`config.mk`:
```
export PLATFORM = sky130hd
export DESIGN_NAME = xm_fetch_unit
export DESIGN_NICKNAME = d
export VERILOG_FILES = /design/src/rtl/xm_pkg.sv /design/src/rtl/xm_pc_reg.sv /design/src/rtl/xm_fetch_unit.sv
export SDC_FILE = /design/constraint.sdc
export NUM_CORES = 1
export LEC_CHECK = 0
export CAP_MARGIN = 20
export CORE_MARGIN = 3
export CORE_UTILIZATION = 45
export DETAILED_ROUTE_END_ITERATION = 8
export PLACE_DENSITY = 0.78
export SYNTH_ARGS = -nofsm -noshare
export SYNTH_HDL_FRONTEND = slang
export SYNTH_SLANG_ARGS = --single-unit
```
`constraint.sdc`:
```
create_clock -name clk_i -period 1.99 [get_ports clk_i]
set_input_delay 0.398 -clock clk_i [delete_from_list [all_inputs] [get_ports clk_i]]
set_output_delay 0.398 -clock clk_i [all_outputs]
set_load 0.005 [all_outputs]
```
`src/rtl/xm_pkg.sv`:
```
// Shared definitions for the XM core fetch path: datapath width, reset PC and
// the fetch state encoding (also exported to the control unit for debug).
package xm_pkg;

  localparam int unsigned        XM_WORD     = 16;
  localparam logic [XM_WORD-1:0] XM_RESET_PC = 16'h0000;

  typedef enum logic [1:0] {
    FETCH   = 2'd0,
    HOLD    = 2'd1,
    DISCARD = 2'd2,
    FAULT   = 2'd3
  } fetch_state_e;

endpackage

```
`src/rtl/xm_pc_reg.sv`:
```
// PC and pending-redirect-target register pair with load, increment-by-2 and
// an alignment flag on the value presented for loading.
module xm_pc_reg #(
  parameter int unsigned     WORD     = 16,
  parameter logic [WORD-1:0] RESET_PC = '0
) (
  input  logic            clk_i,
  input  logic            rst_i,
  input  logic            pc_load_i,
  input  logic [WORD-1:0] pc_val_i,
  input  logic            pc_inc_i,
  input  logic            pend_load_i,
  input  logic [WORD-1:0] pend_val_i,
  output logic [WORD-1:0] pc_o,
  output logic [WORD-1:0] pend_o,
  output logic            pc_val_odd_o
);

  logic [WORD-1:0] pc_q, pc_d;
  logic [WORD-1:0] pend_q, pend_d;

  always_comb begin
    pc_d   = pc_q;
    pend_d = pend_q;
    // A load always wins over the sequential increment.
    if (pc_load_i) begin
      pc_d = pc_val_i;
    end else if (pc_inc_i) begin
      pc_d = pc_q + WORD'(2);
    end
    if (pend_load_i) begin
      pend_d = pend_val_i;
    end
  end

  always_ff @(posedge clk_i) begin
    if (rst_i) begin
      pc_q   <= RESET_PC;
      pend_q <= '0;
    end else begin
      pc_q   <= pc_d;
      pend_q <= pend_d;
    end
  end

  assign pc_o         = pc_q;
  assign pend_o       = pend_q;
  assign pc_val_odd_o = pc_val_i[0];

endmodule

```
`src/rtl/xm_fetch_unit.sv`:
```
// XM instruction fetch stage: owns the PC, runs req/ack reads to instruction
// memory and hands the fetched word to the decoder under valid/ready.
module xm_fetch_unit
  import xm_pkg::*;
#(
  parameter int unsigned     WORD     = XM_WORD,
  parameter logic [WORD-1:0] RESET_PC = XM_RESET_PC
) (
  input  logic            clk_i,
  input  logic            rst_i,
  output logic            memReq_o,
  output logic [WORD-1:0] memAdr_o,
  input  logic            memAck_i,
  input  logic [WORD-1:0] memData_i,
  output logic [WORD-1:0] inst_o,
  output logic [WORD-1:0] instPc_o,
  output logic [WORD-1:0] pcNext_o,
  output logic            instValid_o,
  input  logic            instReady_i,
  input  logic            redirect_i,
  input  logic [WORD-1:0] redirectPc_i,
  output logic            alignFault_o
);

  fetch_state_e    state_q, state_d;
  logic            started_q;
  logic [WORD-1:0] inst_q, inst_d;
  logic [WORD-1:0] inst_pc_q, inst_pc_d;
  logic            valid_q, valid_d;
  logic            fault_q, fault_d;

  logic [WORD-1:0] pc;
  logic [WORD-1:0] pend;
  logic [WORD-1:0] pc_val;
  logic            pc_val_odd;
  logic            pc_load;
  logic            pc_inc;
  logic            pend_load;
  logic            take_target;
  logic            mem_ack;

  xm_pc_reg #(
    .WORD     (WORD),
    .RESET_PC (RESET_PC)
  ) u_pc_reg (
    .clk_i        (clk_i),
    .rst_i        (rst_i),
    .pc_load_i    (pc_load),
    .pc_val_i     (pc_val),
    .pc_inc_i     (pc_inc),
    .pend_load_i  (pend_load),
    .pend_val_i   (redirectPc_i),
    .pc_o         (pc),
    .pend_o       (pend),
    .pc_val_odd_o (pc_val_odd)
  );

  // started_q holds the request off for the first cycle after reset.
  assign memReq_o = started_q && ((state_q == FETCH) || (state_q == DISCARD));
  assign memAdr_o = pc;
  assign mem_ack  = memAck_i && memReq_o;

  // A completing discard with no fresh redirect resumes at the parked target.
  assign pc_val = ((state_q == DISCARD) && !redirect_i) ? pend : redirectPc_i;

  always_comb begin
    state_d     = state_q;
    inst_d      = inst_q;
    inst_pc_d   = inst_pc_q;
    valid_d     = valid_q;
    fault_d     = fault_q;
    pc_inc      = 1'b0;
    pend_load   = 1'b0;
    take_target = 1'b0;

    case (state_q)
      FETCH: begin
        if (redirect_i) begin
          if (mem_ack || !memReq_o) begin
            take_target = 1'b1;
          end else begin
            pend_load = 1'b1;
            state_d   = DISCARD;
          end
        end else if (mem_ack) begin
          inst_d    = memData_i;
          inst_pc_d = pc;
          valid_d   = 1'b1;
          pc_inc    = 1'b1;
          state_d   = HOLD;
        end
      end
      HOLD: begin
        if (redirect_i) begin
          valid_d     = 1'b0;
          take_target = 1'b1;
        end else if (instReady_i) begin
          valid_d = 1'b0;
          state_d = FETCH;
        end
      end
      DISCARD: begin
        if (mem_ack) begin
          take_target = 1'b1;
        end else if (redirect_i) begin
          pend_load = 1'b1;
        end
      end
      FAULT: begin
        if (redirect_i) begin
          take_target = 1'b1;
        end
      end
      default: state_d = FETCH;
    endcase

    // Every PC load funnels through here so the alignment check is in one place.
    if (take_target) begin
      if (pc_val_odd) begin
        state_d = FAULT;
        fault_d = 1'b1;
      end else begin
        state_d = FETCH;
        fault_d = 1'b0;
      end
    end
  end

  assign pc_load = take_target;

  always_ff @(posedge clk_i) begin
    if (rst_i) begin
      state_q   <= FETCH;
      started_q <= 1'b0;
      inst_q    <= '0;
      inst_pc_q <= '0;
      valid_q   <= 1'b0;
      fault_q   <= 1'b0;
    end else begin
      state_q   <= state_d;
      started_q <= 1'b1;
      inst_q    <= inst_d;
      inst_pc_q <= inst_pc_d;
      valid_q   <= valid_d;
      fault_q   <= fault_d;
    end
  end

  assign inst_o       = inst_q;
  assign instPc_o     = inst_pc_q;
  assign pcNext_o     = inst_pc_q + WORD'(2);
  assign instValid_o  = valid_q;
  assign alignFault_o = fault_q;

endmodule

```
# Word-level counts from Yosys, hierarchy flattened
# Index checks and enable logic that the tools add are counted.
[op_classes]
addsub = 2
eq_ne = 10
n_mux = 29
bitwise = 1
reduce_logical = 15
[ops]
columns = ["op", "n"]
rows = [
  ["$mux 16", 3],
  ["$add 16x2->16 const B", 2],
  ["$mux 1", 15],
  ["$mux 2", 7],
  ["$ne 3x3->1 const B", 3],
  ["$ne 4x4->1 const B", 2],
  ["$reduce_and 5->1", 1],
  ["$eq 2x2->1 const B", 2],
  ["$ne 2x2->1 const B", 2],
  ["$pmux 1 s2", 2],
  ["$pmux 2 s2", 1],
  ["$reduce_and 4->1", 1],
  ["$reduce_bool 2->1", 2],
  ["$logic_and 1x1->1", 3],
  ["$pmux 1 s3", 1],
  ["$reduce_and 3->1", 1],
  ["$reduce_bool 3->1", 1],
  ["$eq 2x1->1 const B", 1],
  ["$logic_not 1->1", 2],
  ["$logic_not 2->1", 1],
  ["$logic_or 1x1->1", 2],
  ["$reduce_or 2->1", 1],
  ["$not 1->1", 1],
]
[totals]
register_bits = 69
input_bits = 37
output_inout_bits = 67

# Logic depth before layout (Yosys ltp)
# Gate-level depths: netlist (run 1).
[depth]
word_depth = 10
depth_mapped = 7
depth_no_buf = 5

# By module
# Synthesis (run 1) repeated with hierarchy kept, for this count alone.
[hier_totals]
cells_unflattened = 391
hier_area_um2 = 3407.0
[by_module_without_submodules]
columns = ["module", "n_inst", "cells_per_inst", "area_per_inst_um2"]
rows = [
  ["xm_fetch_unit", 1, 229, 1909.3],
  ["xm_pc_reg", 1, 162, 1497.7],
]

# Worst setup path before layout (run 1)
# No wires, ideal clock.
[synth_timing]
path_kind = "input to register"
startpoint = "in redirect_i"
endpoint = "reg u_pc_reg.pc_q[2] (netlist: u_pc_reg.pc_o[2])"
setup_ns = 0.128
arrival_ns = 1.509
path_slack_ns = 0.353
path_stages = 6
path_cell_list = "buf_6 nor3b_2 buf_4 mux2_2 a222oi_1 nor2_1"
[synth_via]
elab_chain_cells = 4
word_cells_on_any_way = 10
classes_between = "mux: 7; reduce/logical: 3"
[synth_lines]
columns = ["element", "line_no", "source"]
rows = [
  ["from (decl)", "xm_fetch_unit.sv:20", "input logic redirect_i,"],
  ["parallel branches: the longest is 4 deep, another holds $mux 16", "-", ""],
  ["to (signal assigned)", "xm_pc_reg.sv:41", "pc_q <= pc_d;"],
  ["to (decl)", "xm_pc_reg.sv:19", "logic [WORD-1:0] pc_q, pc_d;"],
]
# Several ways; the timed one is not identified.
# A chain may end at the register's enable or synchronous reset.

# Final worst setup path (run 1)
[layout_timing]
startpoint = "reg inst_pc_q[1] (netlist: instPc_o[1])"
endpoint = "out pcNext_o[9]"
[layout_via]
elab_chain_cells = 1
[layout_lines]
columns = ["element", "line_no", "source"]
rows = [
  ["from (decl)", "xm_fetch_unit.sv:28", "logic [WORD-1:0] inst_pc_q, inst_pc_d;"],
  ["from (signal assigned)", "xm_fetch_unit.sv:143", "inst_pc_q <= inst_pc_d;"],
  ["$add 16x2->16", "xm_fetch_unit.sv:151", "assign pcNext_o = inst_pc_q + WORD'(2);"],
  ["to (decl)", "xm_fetch_unit.sv:17", "output logic [WORD-1:0] pcNext_o,"],
]
# Every way passes these cells.

==> results.md, run 1 <==
- Htree depth: 3
- Crit. Startpoint: instPc_o[1]$_SDFFE_PP0P_
- Post-synthesis compound-gate area fraction: 0.179
- Post-Synth Adder-Cell Area: 0.00737
- Largest net degree at the start of global routing: 35
- Crit-path cells: ha_1 -> and3_4 -> nand2_1 -> xnor2_1 -> dlygate4sd2_1
- Worst r2r src: state_q[1]$_SDFFE_PP0P_
- Net switching power: 1.01 mW
- Crit path largest cell delay: 0.33 ns
- Largest family of logic cells by synthesized area: simple AND/OR/NAND/NOR gates
- Area delta synth->final: 49.1%
- Post-Synth XOR/XNOR Area: 0.0387
- Synth top area share: 0.407
- # nets final: ~570
- Max-cap violations: 0
- Total number of yosys warnings: 0
- DR DRC count: 0
- Layout cell share with drive strength beyond 1: 0.200
- Max Clk Rate: between 0.5 and 0.6 GHz
- Final setup fails: 0
- Pre-Repair DR Iteration Count: 5
- Crit end category: output pin
- Critical path's top delay family: flip-flops
- Die area: around 8600 um2
- Outcome: finished, final reports clean
- # port buffers: 103
- Vias in the first global route: 3551
- P_leak: slightly above 2 nW
- Placed cells: between 600 and 700
- Most used DFF post-synth: dfxtp_1
- Dpl hpwl: about 7700 um
- Placer Congestion: 0.928
- Worst EP arrival: 1.52 ns
- Yosys cell types: slightly above 60
- Row cnt: 31
- Total Routing Usage GR: 0.237
- Area of the core: 7290 um2
- Synth Area in Simple Gates: 0.219
- Worst Path Required: between 1.5 and 2 ns
- Switching part of the total: 0.257
- Initial Util: 0.466
- Die Ht: 92.9 um
- Root buf cell: clkbuf_8
- Tmin final: 1.92 ns
- Worst-skew pair later-pin latency: 0.34 ns
- Power per standard cell area: approximately 770 nW/um2
- DIE WIDTH: between 90 and 100 um
- Clk buf depth: 2
- Cells after Synth: just under 400
- CP Max Fanout: 6
- Post-synthesis mux area share: 0.0874
- Initial DRC Count: 196
- Post-Layout Cell Count: 638
- Power Total: 3.91 mW
- CP Launch Type: flip-flop
- WS Path Type: flip-flop to output pin
- Global route total overflow: 0
- Post-synth EDFFs: 0
- # IOs: roughly 100
- Final Max Slew Viols: 0
- Worst Path Buf+Inv: 1
- Reg power frac: 0.402
- Ys async rst share: 0
- Initial antenna violation count: 0
- Hold_sp: rst_i
- Pre-CTS setup slack: -0.318 ns
- Syn nets: 431
- Crit-path slowest cell: dfxtp_2
- Syn avg cell area: between 8 and 9 um2
- Vias per std cell: 5.49
- Routed vias: 3503
- Max-slew headroom: 0.675
- Cts bufs inserted: 9
- Mapped Area: 3390 um2
- Period utilisation layout: 0.965
- Clock network power share: 0.395
- Clk sink count: slightly below 70
- Measured slew at the worst slew-check pin: 0.475 ns
- Sequential area share after synthesis: 0.407
- Antenna Nets Post-Route: 0
- Worst ir drop on vdd: 0.000541 V
- Final WL: approximately 10000 um
- Seq cells post-synth: 69
- CTS tree: yes
- Largest cells by area after synthesis: dfxtp_1 41%, nand2_1 8.5%, mux2i_1 7.1%
- Fin Clk Skew: around 0.013 ns
- Internal Power: 2.91 mW
- Cell taking the most area after synthesis: dfxtp_1
- Fill cells: ~600
- First-pass GRT wire length: 16700 um
- Final WS setup: 0.0691 ns
- N_diodes: 0
- RSZ-0062 raised after global routing: yes
- Routed length per instance: 16.2 um
- Worst hold path class: primary input to flip-flop
- Setup TNS: 0 ns
- Clock transition at path regs: roughly 0.080 ns
- Combinational share of power: 0.203
- Endpoints failing hold: 0
[metal layers]
metal  GRT usage  part of all wire  wire length [um]  vias up
met4      0.0904             0.019               197        0
li1            -                 -                 -     1671
met1       0.292              0.42              4310     1699
met2       0.418              0.51              5290      110
met5           0                 0                 0        -
met3      0.0325             0.050               519       23
[sequential cells by signal (all words and copies together), names as in the netlist]
signal and flops:
instPc_o 16, inst_o 16, u_pc_reg.pc_o 16, u_pc_reg.pend_o 16, state_q 2, alignFault_o 1
instValid_o 1, started_q 1
[power by group through the flow]
stage	clock (mW)	sequential (mW)	combinational, mW
floorplan	0	1.58	0.400
global placement	0	1.60	0.771
detailed placement	0	1.60	0.786
CTS	1.55	1.57	0.791
global route	1.60	1.58	0.858
finish	1.55	1.57	0.794
[final cells by class]
type	count	area, um2	area share
clock inverter	6	134	0.0264
inverter	7	26.3	0.00519
tap	99	124	0.0245
multi-input combinational	289	1830	0.361
clock buffer	10	138	0.0272
timing repair buffer	158	1420	0.280
sequential	69	1390	0.275
[worst paths after layout]
kind	slack, ns	depth (start not counted)	end
setup / recovery	0.07	5	pcNext_o[9]
hold / removal	0.42	2	u_pc_reg.pend_o[1]$_SDFFE_PP0P_
setup reg to reg	0.22	6	u_pc_reg.pc_o[15]$_SDFFE_PP0P_
hold reg to reg	0.46	2	inst_o[14]$_SDFFE_PP0P_
[cells by family after synthesis]
kind of cell / Yosys count
AOI/OAI and AO/OA: 90
xor gates and xnor gates: 15
adders and majority gates: 2
buffers and inverters: 34
DFF: 69
muxes: 29
and+or+nand+nor: 153
[through the flow]
stage                util  hold slack [ns]  area, um2
floorplan               -            0.453       3390
global placement    0.657            0.442       4790
detailed placement  0.657            0.447       4790
CTS                 0.695            0.410       5070
global route        0.694            0.432       5060
finish              0.694            0.423       5060
[cells in the final DEF (no fill, tap or decap), types with 3 or more instances in the layout]
master and instances:
clkbuf_8 10, buf_4 53, clkdlybuf4s50_1 87, a211oi_1 7, clkbuf_2 6, dfxtp_2 7, bufinv_16 4, a31oi_1 3
buf_2 5, nor2_1 22, nand3_1 11, nor2b_1 5, xnor2_1 13, inv_1 7, nor3_1 4, mux2_2 5
o21a_1 3, a21oi_1 44, o21ai_0 7, nand4_1 7, nand2_1 77, dlymetal6s2s_1 3, and3_1 6, dfxtp_1 61
mux2i_1 24
[cells in the mapped netlist (2+ instances only)]
cell / instances
nor2_1: 22
xnor2_1: 13
clkbuf_1: 11
xor2_1: 2
nor3_1: 4
nand4_1: 7
and2b_1: 2
ha_1: 2
nor4_1: 2
nand2_1: 77
and4_1: 3
a31oi_1: 3
or3_1: 2
o21ai_0: 7
inv_1: 7
nor2b_1: 5
a211oi_1: 7
dfxtp_1: 69
mux2_2: 5
a311o_1: 2
buf_2: 6
o21a_1: 3
o32a_1: 2
buf_4: 4
buf_6: 4
and3b_1: 2
nand3_1: 11
mux2i_1: 24
a21oi_1: 44
and3_1: 8
a311oi_1: 2
[what timing repair did]
item                       4_1_cts  5_1_grt
pin swaps                        4        9
buffers inserted                 0        1
resized for setup               32       24
hold buffers                     0        0
setup endpoints to repair       16       27
Power figures use the tool's default switching activity.
==> run 2: changes to the inputs <==
--- a/config.mk
+++ b/config.mk
@@ -7,9 +7,10 @@
 export LEC_CHECK = 0
 export CAP_MARGIN = 20
 export CORE_MARGIN = 3
-export CORE_UTILIZATION = 45
+export CORE_UTILIZATION = 47
 export DETAILED_ROUTE_END_ITERATION = 8
-export PLACE_DENSITY = 0.78
+export PLACE_DENSITY = 0.81
 export SYNTH_ARGS = -nofsm -noshare
 export SYNTH_HDL_FRONTEND = slang
+export SYNTH_HIERARCHICAL = 1
 export SYNTH_SLANG_ARGS = --single-unit
==> run 2 against run 1 <==
Against the previous run: clock power fell by 11%; sequential power about the same; clock skew fell by 0.0052 ns; wire length decreased by 8.4%; highest routed layer unchanged.
==> results.md, run 2 <==
- Outcome: finished, final reports clean
- Final WL: 9460 um
- Combinational share of power: 0.205
- Net switching power: just under 1 mW
- Measured slew at the worst slew-check pin: 0.455 ns
- Final Cell Area: approximately 5000 um2
- Global route total overflow: 0
- Synth top area share: 0.405
- Pre-Repair DR Iteration Count: 5
- Max-cap violations: 0
- Worst hold path class: flip-flop to flip-flop
- Worst ir drop on vdd: between 0.0003 and 0.0004 V
- Tmin final: 1.93 ns
- Worst EP arrival: about 1.5 ns
- Post-synth EDFFs: 0
- Row cnt: 30
- DR DRC count: 0
- Routed vias: between 3000 and 4000
- Reg power frac: 0.423
- Placed cells: 602
- # port buffers: about 100
- Most common cell after layout, fill and taps aside: clkdlybuf4s50_1
- Cts bufs inserted: 9
- Layout cell share with drive strength beyond 1: 0.202
- Clk sink count: 69
- Antenna Nets Post-Route: 0
- # IOs: 104
- Dpl hpwl: 6600 um
- Clock transition at path regs: 0.08 ns
- Sequential area share after synthesis: 0.405
- Worst-skew pair later-pin latency: roughly 0.34 ns
- Max Clk Rate: 0.519 GHz
- Setup TNS: 0 ns
- Pre-CTS setup slack: -0.257 ns
- Area of the core: 6910 um2
- Largest net degree at the start of global routing: 48
- Ys async rst share: 0
- Final setup fails: 0
- Final hold slack: 0.455 ns
- Largest cells by area after synthesis: dfxtp_1 41%, nand2_1 8.5%, a21oi_1 5.6%
- Most used DFF post-synth: dfxtp_1
- Die Ht: 91.1 um
- Placer Congestion: 0.864
- Most frequent cells in the layout: 89 x clkdlybuf4s50_1, 76 x nand2_1, 63 x dfxtp_1, 38 x a21oi_1, 36 x buf_4
- Htree depth: 3
- Final core occ: 0.727
- CP Launch Type: flip-flop
- Cells after Synth: 391
- Root buf cell: clkbuf_8
- Area delta synth->final: 47.4%
- Crit end category: output pin
- Clock network power share: 0.371
- DIE WIDTH: 91.1 um
- Endpoints failing hold: 0
- CTS tree: yes
- Power Total: 3.70 mW
- Power per standard cell area: 737 nW/um2
- Clk buf depth: 2
- Total number of yosys warnings: 6
- Post-Layout Cell Count: 621
- Initial antenna violation count: 0
- # nets final: 559
- P_leak: 1.90 nW
- RSZ-0062 raised after global routing: yes
- Post-synth top cells: 77 x nand2_1, 69 x dfxtp_1, 38 x a21oi_1
- First-pass GRT wire length: 15400 um
- Internal Power: 2.71 mW
- Die area: 8310 um2
- Syn avg cell area: 8.71 um2
- Switching part of the total: 0.267
- Seq cells post-synth: 69
- Syn nets: 430
- Vias per std cell: 5.38
- Fin Clk Skew: about 0.0076 ns
- Yosys cell types: 51
- Cell Area, Placed: 4750 um2
- Initial Util: 0.493
- CP Max Fanout: 4
- Period utilisation layout: 0.969
- Mapped Area: 3410 um2
- Max-slew headroom: 0.696
- Routed length per instance: between 15 and 20 um
- N_diodes: 0
- Worst Path Required: 1.59 ns
- Final Max Slew Viols: 0
- Initial DRC Count: 187
- Final WS setup: 0.0619 ns
- Cell taking the most area after synthesis: dfxtp_1
- Top-count cell post-synth: nand2_1
- Vias in the first global route: roughly 3300
- Total Routing Usage GR: 0.224
- WS Path Type: flip-flop to output pin
-- run 2: cell types whose count changed after synthesis, sizes merged, moves of 5 or more --
cell / previous run / this run
mux2: 5 / 17
a21oi: 44 / 39
mux2i: 24 / 17
xor2: 2 / 8
nor2: 23 / 37
-- run 2: layout make-up --
class,instances,area (um2)
clock inverter,7,114
multi-input combinational,287,1900
fill,544,1880
inverter,9,41.3
clock buffer,9,124
sequential,69,1390
timing repair buffer,144,1340
tap,96,120
-- run 2: metal layers --
metal | global-route usage | vias up | wire (um)
met4 | 0.0691 | 0 | 137
met5 | 0 | - | 0
met3 | 0.0514 | 12 | 507
li1 | - | 1620 | -
met2 | 0.383 | 99 | 4740
met1 | 0.279 | 1612 | 4080
-- run 2: critical path, cell delays in order (launching register included) --
cell     delay, ns
dfxtp_2       0.34
and4_4        0.25
and3_4        0.23
nand3_2       0.09
xnor2_1       0.15
buf_2         0.13
-- run 2: kinds of logic after synthesis --
| logic type | synth area share |
|---|---|
| compound gates | 0.147 |
| xor+xnor | 0.0437 |
| fa+ha+maj | 0.00734 |
| buf+inv | 0.0555 |
| flops | 0.405 |
| mux | 0.106 |
| simple gates | 0.235 |
-- run 2: path summary, 6_finish.rpt --
kind	start	end	slack, ns	depth (start not counted)
hold reg to reg	inst_o[4]$_SDFFE_PP0P_	inst_o[4]$_SDFFE_PP0P_	0.45	2
hold / removal	inst_o[4]$_SDFFE_PP0P_	inst_o[4]$_SDFFE_PP0P_	0.45	2
setup / recovery	instPc_o[3]$_SDFFE_PP0P_	pcNext_o[13]	0.06	5
setup reg to reg	state_q[0]$_SDFFE_PP0P_	u_pc_reg/pc_o[15]$_SDFFE_PP0N_	0.20	6
-- run 2: what timing repair did --
item,CTS,global route
hold buffers,0,0
buffers inserted,0,3
endpoints found under the setup margin,12,8
gates resized for setup,43,11
pin swaps,5,3
-- run 2: power groups by stage --
| stage | logic, mW | registers, mW | clock network (mW) |
|---|---|---|---|
| finish | 0.760 | 1.57 | 1.38 |
| global route | 0.821 | 1.58 | 1.45 |
| CTS | 0.755 | 1.56 | 1.40 |
| detailed placement | 0.752 | 1.59 | 0 |
| global placement | 0.733 | 1.59 | 0 |
| floorplan | 0.371 | 1.60 | 0 |
==> run 3: changes to the inputs <==
--- a/config.mk
+++ b/config.mk
@@ -7,9 +7,9 @@
 export LEC_CHECK = 0
 export CAP_MARGIN = 20
 export CORE_MARGIN = 3
-export CORE_UTILIZATION = 47
+export CORE_UTILIZATION = 35
 export DETAILED_ROUTE_END_ITERATION = 8
-export PLACE_DENSITY = 0.81
+export PLACE_DENSITY = 0.64
 export SYNTH_ARGS = -nofsm -noshare
 export SYNTH_HDL_FRONTEND = slang
 export SYNTH_HIERARCHICAL = 1
==> run 3 against run 2 <==
Against the previous run: via count shrank 2.2%; wire length shrank 0.23%; count of clock-buffer cells in the layout grew 1; cell area grew 0.72%; setup slack gained 0.0065 ns; utilization shrank 19 points; power is essentially flat; die area grew 32%; register-to-register slack gained 0.02 ns; largest cell class unchanged; largest power group unchanged; highest routed layer unchanged.
==> results.md, run 3 (synthesis results as in run 2) <==
- Outcome: finished, final reports clean
- Area delta synth->final: 48.5%
- Worst EP arrival: 1.52 ns
- Highest metal layer with signal wires: met4
- Area of the core: 9370 um2
- Hold_sp: rst_i
- P_leak: 1.89 nW
- DR DRC count: 0
- Antenna Nets Post-Route: 0
- Crit end category: output pin
- Max-slew headroom: 0.774
- Vias in the first global route: 3282
- Most frequent cells in the layout: 89 x clkdlybuf4s50_1, 76 x nand2_1, 65 x dfxtp_1, 38 x a21oi_1, 37 x buf_4
- Placed cells: between 600 and 700
- Worst ir drop on vdd: 0.000437 V
- Cell Area, Placed: 4820 um2
- Clock transition at path regs: 0.07 ns
- Final Cell Area: 5060 um2
- Routed length per instance: 14.4 um
- DIE WIDTH: 105 um
- Initial DRC Count: 136
- Die Ht: 105 um
- Post-Layout Cell Count: 655
- # nets final: 560
- Max-cap violations: 0
- CTS tree: yes
- Worst Path Required: 1.59 ns
- Measured slew at the worst slew-check pin: 0.336 ns
- # port buffers: 103
- Worst r2r src: started_q$_DFF_P_
- Cts bufs inserted: 9
- Row cnt: 35
- Pre-Repair DR Iteration Count: 5
- CP Launch Type: flip-flop
- Max Clk Rate: 0.520 GHz
- Final WL: 9440 um
- CP Max Fanout: 4
- Fill cells: just over 900
- N_diodes: 0
- Die area: 11000 um2
- Dpl hpwl: 6750 um
- WL met3: 484 um
- Root buf cell: clkbuf_8
- Total Routing Usage GR: 0.172
- Clk sink count: 69
- Crit. Startpoint: instPc_o[3]$_SDFFE_PP0P_
- Layout cell share with drive strength beyond 1: 0.198
- Global route total overflow: 0
- Fin Clk Skew: about 0.01 ns
- Initial antenna violation count: 0
- Worst hold path class: primary input to flip-flop
- Initial Util: 0.364
- Largest net degree at the start of global routing: 48
- Clk buf depth: 2
- Routed vias: 3269
- Worst-skew pair later-pin latency: approximately 0.34 ns
- RSZ-0062 raised after global routing: yes
- First-pass GRT wire length: 15500 um
- Tmin final: 1.92 ns
- DR WL met2: 4620 um
- Power per standard cell area: 732 nW/um2
- Most common cell after layout, fill and taps aside: clkdlybuf4s50_1
- # IOs: 104
- Period utilisation layout: 0.966
- Placer Congestion: 0.843
- Endpoints failing hold: 0
- Final Max Slew Viols: 0
- Htree depth: 3
- WS Path Type: flip-flop to output pin
- Vias per std cell: 4.99
- WL met1: 4220 um
- Final setup fails: 0
[run 3: worst paths after layout]
kind | end | slack [ns] | depth (start not counted)
hold / removal | u_pc_reg/pend_o[10]$_SDFFE_PP0P_ | 0.41 | 2
setup reg to reg | u_pc_reg/pc_o[15]$_SDFFE_PP0N_ | 0.22 | 6
setup / recovery | pcNext_o[11] | 0.07 | 5
hold reg to reg | inst_o[2]$_SDFFE_PP0P_ | 0.46 | 2
[run 3: cell type report]
type / instances / area (um2) / share of cell area
multi-input combinational: 287 / 1890 / 0.374
sequential: 69 / 1390 / 0.274
timing repair buffer: 145 / 1340 / 0.264
tap: 129 / 161 / 0.0319
clock buffer: 10 / 128 / 0.0252
clock inverter: 6 / 111 / 0.0220
inverter: 9 / 45.0 / 0.00890
[run 3: critical path, stage by stage (launching register included)]
cell and delay [ns]:
dfxtp_2 0.33, and4_4 0.26, and3_4 0.22, nand4_1 0.10, xnor2_1 0.15, buf_2 0.14
[run 3: per-stage QoR]
stage                      util  power (mW)  setup WS, ns  hold WS [ns]  setup TNS [ns]
after floorplan               -        1.97        0.0335         0.453               0
after global routing      0.540        3.87       -0.0176         0.406         -0.0426
after CTS                 0.540        3.74       -0.0358         0.397         -0.0358
after detailed placement  0.514        2.36        -0.316         0.447           -4.75
final                     0.540        3.70        0.0684         0.414               0
after global placement    0.514        2.34        -0.250         0.442           -3.95
[run 3: power breakdown]
part | internal, mW | total (mW) | switching, mW
Clock | 0.833 | 1.37 | 0.536
Combinational | 0.420 | 0.771 | 0.351
Sequential | 1.47 | 1.56 | 0.0908
Total | 2.72 | 3.70 | 0.978
[run 3: layer usage]
layer / vias to the layer above / track usage
li1: 1624 / -
met1: 1524 / 0.212
met2: 107 / 0.292
met3: 14 / 0.0469
met4: 0 / 0.0525
met5: - / 0
[run 3: what timing repair did]
item	in CTS	in global routing
hold buffers	0	0
pin swaps	4	4
gates resized for setup	48	6
setup endpoints to repair	14	7
buffers inserted	1	0
